## src/rtl/div_pkg.sv

```systemverilog
// Shared types and constants for the sequential restoring divider (div_i12_o12_seq).
package div_pkg;
  localparam int DEF_A_W = 6;
  localparam int CNT_W   = $clog2(DEF_A_W);

  typedef enum logic [1:0] {
    IDLE = 2'd0,
    CALC = 2'd1,
    DONE = 2'd2
  } state_t;
endpackage

```

## src/rtl/div_if.sv

```systemverilog
// Operand/result handshake bundle for div_i12_o12_seq; the master drives operands, the slave returns results.
interface div_if
  import div_pkg::*;
#(
  parameter int A_W = DEF_A_W
) ();
  logic               in_valid;
  logic               in_ready;
  logic [2*A_W-1:0]   dividend;
  logic [A_W-1:0]     divisor;
  logic               out_valid;
  logic               out_ready;
  logic [A_W-1:0]     quotient;
  logic [A_W-1:0]     remainder;
  logic               div_zero;
  logic               ovf;

  modport master (
    output in_valid, dividend, divisor, out_ready,
    input  in_ready, out_valid, quotient, remainder, div_zero, ovf
  );

  modport slave (
    input  in_valid, dividend, divisor, out_ready,
    output in_ready, out_valid, quotient, remainder, div_zero, ovf
  );
endinterface

```

## src/rtl/div_step.sv

```systemverilog
// One combinational restoring-division step: shift in a dividend bit, subtract the divisor if it fits.
module div_step #(
  parameter int A_W = 6
) (
  input  logic [A_W-1:0] r,
  input  logic           din,
  input  logic [A_W-1:0] divisor,
  output logic [A_W-1:0] r_nxt,
  output logic           q_bit
);
  logic [A_W:0] r_sh;

  // r < divisor on entry, so whichever value is kept fits back into A_W bits
  assign r_sh  = {r, din};
  assign q_bit = (r_sh >= {1'b0, divisor});
  assign r_nxt = q_bit ? A_W'(r_sh - {1'b0, divisor}) : r_sh[A_W-1:0];
endmodule

```

## src/rtl/div_i12_o12_seq.sv

```systemverilog
// Iterative radix-2 restoring divider, one quotient bit per clock.
// Optional macro DIV_FASTPATH_EN: divisor==1 and dividend<divisor finish in one cycle.
module div_i12_o12_seq
  import div_pkg::*;
#(
  parameter int A_W = DEF_A_W
) (
  input  logic   clk,
  input  logic   rst,
  div_if.slave   bus,
  output state_t state_dbg
);
  localparam int P_W = 2 * A_W;
  localparam int CW  = (A_W > 1) ? $clog2(A_W) : 1;

  state_t         state, state_nxt;
  logic           accept;
  logic           quick;
  logic [A_W-1:0] hi, lo;
  logic [A_W-1:0] r_q, lo_q, q_q, dvs_q;
  logic [CW-1:0]  cnt_q;
  logic           dz_q, ovf_q;
  logic [A_W-1:0] r_step;
  logic           q_bit;

  assign hi     = bus.dividend[P_W-1:A_W];
  assign lo     = bus.dividend[A_W-1:0];
  assign accept = bus.in_valid & bus.in_ready;

  div_step #(.A_W(A_W)) u_step (
    .r       (r_q),
    .din     (lo_q[A_W-1]),
    .divisor (dvs_q),
    .r_nxt   (r_step),
    .q_bit   (q_bit)
  );

  always_comb begin
    quick = (bus.divisor == '0) || (hi >= bus.divisor);
`ifdef DIV_FASTPATH_EN
    if ((bus.divisor == A_W'(1)) || (bus.dividend < {{A_W{1'b0}}, bus.divisor}))
      quick = 1'b1;
`endif
  end

  // valid/ready: a transfer happens on a rising edge where both are high.
  // in_ready is high only in IDLE; out_valid only in DONE, result held until out_ready.
  always_ff @(posedge clk) begin
    if (rst) state <= IDLE;
    else     state <= state_nxt;
  end

  always_comb begin
    state_nxt     = state;
    bus.in_ready  = 1'b0;
    bus.out_valid = 1'b0;
    case (state)
      IDLE: begin
        bus.in_ready = 1'b1;
        if (bus.in_valid) state_nxt = quick ? DONE : CALC;
      end
      CALC: if (cnt_q == '0) state_nxt = DONE;
      DONE: begin
        bus.out_valid = 1'b1;
        if (bus.out_ready) state_nxt = IDLE;
      end
      default: state_nxt = IDLE;
    endcase
  end

  always_ff @(posedge clk) begin
    if (rst) begin
      r_q   <= '0;
      lo_q  <= '0;
      q_q   <= '0;
      dvs_q <= '0;
      cnt_q <= '0;
      dz_q  <= 1'b0;
      ovf_q <= 1'b0;
    end else if (accept) begin
      dvs_q <= bus.divisor;
      lo_q  <= lo;
      cnt_q <= CW'(A_W - 1);
      dz_q  <= 1'b0;
      ovf_q <= 1'b0;
      q_q   <= '0;
      r_q   <= hi;
      if (bus.divisor == '0) begin
        dz_q <= 1'b1;
        q_q  <= '1;
        r_q  <= lo;
      end else if (hi >= bus.divisor) begin
        ovf_q <= 1'b1;
        q_q   <= '1;
        r_q   <= '0;
      end
`ifdef DIV_FASTPATH_EN
      else if (bus.divisor == A_W'(1)) begin
        q_q <= lo;
        r_q <= '0;
      end else if (bus.dividend < {{A_W{1'b0}}, bus.divisor}) begin
        q_q <= '0;
        r_q <= lo;
      end
`endif
    end else if (state == CALC) begin
      r_q   <= r_step;
      q_q   <= {q_q[A_W-2:0], q_bit};
      lo_q  <= {lo_q[A_W-2:0], 1'b0};
      cnt_q <= cnt_q - 1'b1;
    end
  end

  assign bus.quotient  = q_q;
  assign bus.remainder = r_q;
  assign bus.div_zero  = dz_q;
  assign bus.ovf       = ovf_q;
  assign state_dbg     = state;
endmodule

```

## src/flat_wrapper.sv

```systemverilog
// flat-port wrapper written by rule: the top's interface ports become plain ports
module div_i12_o12_seq_flat import div_pkg::*;
#(
  parameter int A_W = DEF_A_W
)
  (clk, rst, state_dbg, bus_in_valid, bus_dividend, bus_divisor, bus_out_ready, bus_in_ready, bus_out_valid, bus_quotient, bus_remainder, bus_div_zero, bus_ovf);
  div_if #(.A_W(A_W)) bus_i ();
  input  logic clk;
  input  logic rst;
  output state_t state_dbg;
  input wire logic [$bits(bus_i.in_valid)-1:0] bus_in_valid;
  input wire logic [$bits(bus_i.dividend)-1:0] bus_dividend;
  input wire logic [$bits(bus_i.divisor)-1:0] bus_divisor;
  input wire logic [$bits(bus_i.out_ready)-1:0] bus_out_ready;
  output wire logic [$bits(bus_i.in_ready)-1:0] bus_in_ready;
  output wire logic [$bits(bus_i.out_valid)-1:0] bus_out_valid;
  output wire logic [$bits(bus_i.quotient)-1:0] bus_quotient;
  output wire logic [$bits(bus_i.remainder)-1:0] bus_remainder;
  output wire logic [$bits(bus_i.div_zero)-1:0] bus_div_zero;
  output wire logic [$bits(bus_i.ovf)-1:0] bus_ovf;
  assign bus_i.in_valid = bus_in_valid;
  assign bus_i.dividend = bus_dividend;
  assign bus_i.divisor = bus_divisor;
  assign bus_i.out_ready = bus_out_ready;
  assign bus_in_ready = bus_i.in_ready;
  assign bus_out_valid = bus_i.out_valid;
  assign bus_quotient = bus_i.quotient;
  assign bus_remainder = bus_i.remainder;
  assign bus_div_zero = bus_i.div_zero;
  assign bus_ovf = bus_i.ovf;
  div_i12_o12_seq #(.A_W(A_W)) u_core (.clk(clk), .rst(rst), .bus(bus_i), .state_dbg(state_dbg));
endmodule
```

## config.mk

```make
export PLATFORM = sky130hd
export DESIGN_NAME = div_i12_o12_seq_flat
export DESIGN_NICKNAME = d
export VERILOG_FILES = /design/src/rtl/div_pkg.sv /design/src/rtl/div_if.sv /design/src/rtl/div_step.sv /design/src/rtl/div_i12_o12_seq.sv /design/src/flat_wrapper.sv
export SDC_FILE = /design/constraint.sdc
export NUM_CORES = 1
export LEC_CHECK = 0
export BUFFER_PORTS_ARGS = -buffer_cell sky130_fd_sc_hd__clkbuf_2
export CORE_ASPECT_RATIO = 0.9
export CORE_MARGIN = 3
export CORE_UTILIZATION = 30
export DETAILED_ROUTE_END_ITERATION = 8
export PLACE_DENSITY_LB_ADDON = 0.25
export SYNTH_ARGS = -nofsm -noshare
export SYNTH_HDL_FRONTEND = slang
export SYNTH_HIERARCHICAL = 1
export SYNTH_SLANG_ARGS = --single-unit
```

## constraint.sdc

```tcl
create_clock -name clk -period 2.7 [get_ports clk]
set_clock_uncertainty 0.15 [all_clocks]
set_input_delay 0 -clock clk [delete_from_list [all_inputs] [get_ports clk]]
set_output_delay 0 -clock clk [all_outputs]
set_load 0.1 [all_outputs]
```

==> out/metrics.json <==
{
  "run_status": "finished, violations left",
  "violations": "negative hold slack",
  "setup-violations-final": 0,
  "count_of_flip_flops_with_a_built_in_enable_after_synthesis": 0,
  "yosysTopAreaCellShare": 0.312,
  "chipHeight_um": 83.3,
  "detail_route.wl_per_cell_um": 14.4,
  "post-route-period-util": 0.943,
  "boundaryPins": 40,
  "worstMarginPinSlew_ps": 756,
  "synth.ff_latch_count": 31,
  "hold_path_depth": 5,
  "max-vdd-ir-drop_v": 0.000224,
  "buffer_type_at_the_clock_tree_root": "sky130_fd_sc_hd__clkbuf_8",
  "cts.sinks": 31,
  "final_hold_fails": 1,
  "regToRegEndpoint": "u_core/bus.remainder[3]$_SDFFE_PP0P_",
  "timing.critical_path.from": "u_core/lo_q[5]$_SDFFE_PP0P_",
  "part_of_the_yosys_area_used_for_sequential_elements": 0.312,
  "syn-instance-count": 236,
  "clkLatencyLatePin_ps": 290,
  "drcViolationCount": 0,
  "dr.first_iter.drc_count": 99,
  "place.gp.congestion": 0.760,
  "synth.area.top_cells": "sky130_fd_sc_hd__dfxtp_1 (31%), sky130_fd_sc_hd__ha_1 (9.4%), sky130_fd_sc_hd__a21oi_1 (5.5%), sky130_fd_sc_hd__inv_1 (4.3%), sky130_fd_sc_hd__nand2_1 (3.6%)",
  "critical_path.startpoint_type": "flip-flop",
  "grt_antenna_before_repair": 0,
  "finalWorstPathRequiredPeriod_ps": 2550,
  "drv_slew": 0,
  "tritoncts.num_buffers": 5,
  "num-nets-final": 330,
  "die_w_um": 91.9,
  "grt_max_degree": 39,
  "timing.max_slew.rel_slack": 0.496,
  "post-route-cell-area_um2": 2580,
  "htree_levels": 2,
  "syn-mean-instance-area_um2": 8.43,
  "start_util": 0.317,
  "max_cap_viol_count": 0,
  "insertedDiodeCount": 0,
  "synth.distinct_cells": 52,
  "grt.overflow.total": 0,
  "post-dp-hpwl_um": 3980,
  "cp-end-kind": "flip-flop",
  "post_synth_instance_area_um2": 1990,
  "grt_pass1_wl_um": 9240,
  "detail-route-antenna-nets": 0,
  "power.total_mw": 1.88,
  "synth_top_flop_cell": "sky130_fd_sc_hd__dfxtp_1",
  "worstHoldPathType": "in -> reg",
  "std_cell_rows": 27,
  "regToRegStartpoint": "u_core/lo_q[5]$_SDFFE_PP0P_",
  "io_buffer_count": 39,
  "drt_pass1_iterations": 4,
  "postSynthNetCount": 274,
  "post_route_cells_drive_above_1_share": 0.246,
  "cellLeakagePower_nw": 1.06,
  "synthDominantAreaCellType": "sky130_fd_sc_hd__dfxtp_1",
  "hp-start": "bus_in_valid",
  "postSynth.asyncResetShare": 0,
  "required_ps": 2690,
  "fin_util": 0.410,
  "finalWirelength_um": 5480,
  "clock_tree.buffer_depth": 2,
  "path_max_fanout": 5,
  "coreArea_um2": 6280,
  "min_delay_worst_endpoint": "u_core/lo_q[3]$_SDFFE_PP0P_",
  "r2r_setup_slack_ps": 150,
  "cts_tree": "built",
  "placed_area_um2": 2270,
  "die_area_um2": 7650,
  "detailroute.via_count": 1889,
  "vias_in_the_first_global_route": 1860,
  "cp_data_arrival_time_ps": 2540,
  "clock.fmax_ghz": 0.393,
  "timing.reg2reg.worst_path_depth": 10,
  "post_drt_via_cell_ratio": 4.97,
  "global_route.usage.total": 0.148,
  "register_clock_pin_slew_on_the_reported_worst_setup_and_hold_paths_ps": 70,
  "yosys_warnings": 6,
  "critPathKind": "reg -> reg",
  "syn2layout_area_growth_pct": 29.4,
  "hold-worst-slack_ps": -1.59,
  "power_per_cell_area_nw_per_um2": 728
}
==> per-layer routing <==
layer | up-vias | part of all wire | GRT usage
met5 | - | 0 | 0
met3 | 6 | 0.029 | 0.0263
met2 | 30 | 0.43 | 0.228
met4 | 0 | 0.0091 | 0.0364
li1 | 974 | - | -
met1 | 879 | 0.53 | 0.213
==> critical path, cell delays in order (launching register included) <==
cell,delay (ps)
sky130_fd_sc_hd__dfxtp_1,330
sky130_fd_sc_hd__inv_1,70
sky130_fd_sc_hd__ha_1,310
sky130_fd_sc_hd__nand2b_4,150
sky130_fd_sc_hd__a211oi_2,200
sky130_fd_sc_hd__o21ai_1,120
sky130_fd_sc_hd__a211oi_4,280
sky130_fd_sc_hd__buf_6,170
sky130_fd_sc_hd__mux2_2,330
sky130_fd_sc_hd__a211oi_1,200
sky130_fd_sc_hd__o32ai_1,100
==> cell families (layout without fill, tap and decap cells) <==
family | Yosys count | in the layout | synth area share
compound gates | 79 | 79 | 0.282
xor+xnor | 4 | 4 | 0.0176
fa+ha+maj | 16 | 16 | 0.104
buf+inv | 37 | 94 | 0.0761
flops | 31 | 31 | 0.312
mux | 7 | 7 | 0.0377
simple gates | 62 | 62 | 0.171
==> layout by cell type (no fill, tap or decap), types with 2 or more instances in the layout <==
master,synthesis,final
sky130_fd_sc_hd__a2bb2oi_1,2,2
sky130_fd_sc_hd__nand4b_1,5,5
sky130_fd_sc_hd__mux2_2,4,4
sky130_fd_sc_hd__nand2b_1,2,2
sky130_fd_sc_hd__clkbuf_8,0,5
sky130_fd_sc_hd__o21a_1,3,3
sky130_fd_sc_hd__o21ai_0,2,2
sky130_fd_sc_hd__a221oi_1,2,2
sky130_fd_sc_hd__a311o_1,2,2
sky130_fd_sc_hd__mux2i_1,3,3
sky130_fd_sc_hd__o2bb2ai_1,2,2
sky130_fd_sc_hd__inv_1,23,23
sky130_fd_sc_hd__dfxtp_1,31,26
sky130_fd_sc_hd__nand3b_1,2,2
sky130_fd_sc_hd__xnor2_1,3,3
sky130_fd_sc_hd__clkinvlp_4,0,2
sky130_fd_sc_hd__a211oi_2,1,2
sky130_fd_sc_hd__buf_4,0,4
sky130_fd_sc_hd__nor3_1,4,4
sky130_fd_sc_hd__nor2b_1,7,7
sky130_fd_sc_hd__nor2_1,12,10
sky130_fd_sc_hd__ha_1,15,15
sky130_fd_sc_hd__a21oi_1,22,22
sky130_fd_sc_hd__a31oi_1,8,8
sky130_fd_sc_hd__dlygate4sd3_1,0,19
sky130_fd_sc_hd__a21o_1,7,7
sky130_fd_sc_hd__nand2_1,19,19
sky130_fd_sc_hd__or3_1,2,2
sky130_fd_sc_hd__clkbuf_2,0,39
sky130_fd_sc_hd__a211oi_1,6,5
sky130_fd_sc_hd__dfxtp_2,0,5
sky130_fd_sc_hd__o32ai_1,5,5
sky130_fd_sc_hd__o21ai_1,2,2
sky130_fd_sc_hd__a22oi_1,6,6
==> flip-flops by register name, summed over array words and instances, names as in the netlist <==
signal,count
u_core/bus.ovf,1
u_core/bus.quotient,6
u_core/cnt_q,3
u_core/dvs_q,6
u_core/bus.div_zero,1
u_core/bus.remainder,6
u_core/lo_q,6
u_core/state_dbg,2
==> Yosys cell counts (all sizes together), types with 2 or more instances <==
library cell,instances
a22oi,6
o2bb2ai,2
o32ai,5
or4,2
a211oi,8
mux2i,3
a21oi,22
a2bb2oi,2
nor3,5
a31oi,8
inv,23
nand3b,2
buf,6
mux2,4
ha,15
nand2,19
nor2,12
a311o,2
nand4b,5
dfxtp,31
nor2b,7
a221oi,2
or3,2
clkbuf,8
nand2b,3
xnor2,3
o21a,3
a21o,7
o21ai,4
==> how the worst max path moves through the flow <==
stage / endpoint / slack, ps / cells past startpoint
floorplan: u_core/bus.remainder[2]$_SDFFE_PP0P_ / 60 / 7
global placement: u_core/bus.remainder[4]$_SDFFE_PP0P_ / 130 / 9
detailed placement: u_core/bus.remainder[4]$_SDFFE_PP0P_ / 100 / 9
CTS: u_core/bus.remainder[2]$_SDFFE_PP0P_ / 80 / 9
global route: u_core/bus.remainder[3]$_SDFFE_PP0P_ / -20 / 10
finish: u_core/bus.remainder[3]$_SDFFE_PP0P_ / 150 / 10
==> power by group <==
part	switching, mW	internal, mW
sequential	0.0551	0.519
combinational	0.599	0.336
clock	0.187	0.179
==> per-stage QoR <==
stage | setup slack (ps) | hold WS, ps | cells | setup TNS, ps
after floorplan | 60.2 | -14.0 | 236 | 0
after global placement | 131 | 116 | 351 | 0
after detailed placement | 98.6 | 114 | 351 | 0
after CTS | 81.6 | 2.11 | 378 | 0
after global routing | -21.1 | 49.8 | 380 | -21.1
final | 155 | -1.59 | 380 | 0
==> final cells by class <==
cell class / instances / area [µm²]
fill: 679 / 3710
multi-input combinational: 168 / 1240
clock inverter: 3 / 20.0
sequential: 31 / 627
clock buffer: 5 / 68.8
timing repair buffer: 63 / 427
tap: 87 / 109
inverter: 23 / 86.3
==> timing repair <==
item	4_1_cts	5_1_grt
endpoints found under the setup margin	0	5
hold buffers	19	0
resized for setup	0	2
endpoints found under the hold margin	19	0
buffers inserted	0	2
(Power assumes the default switching activity.)
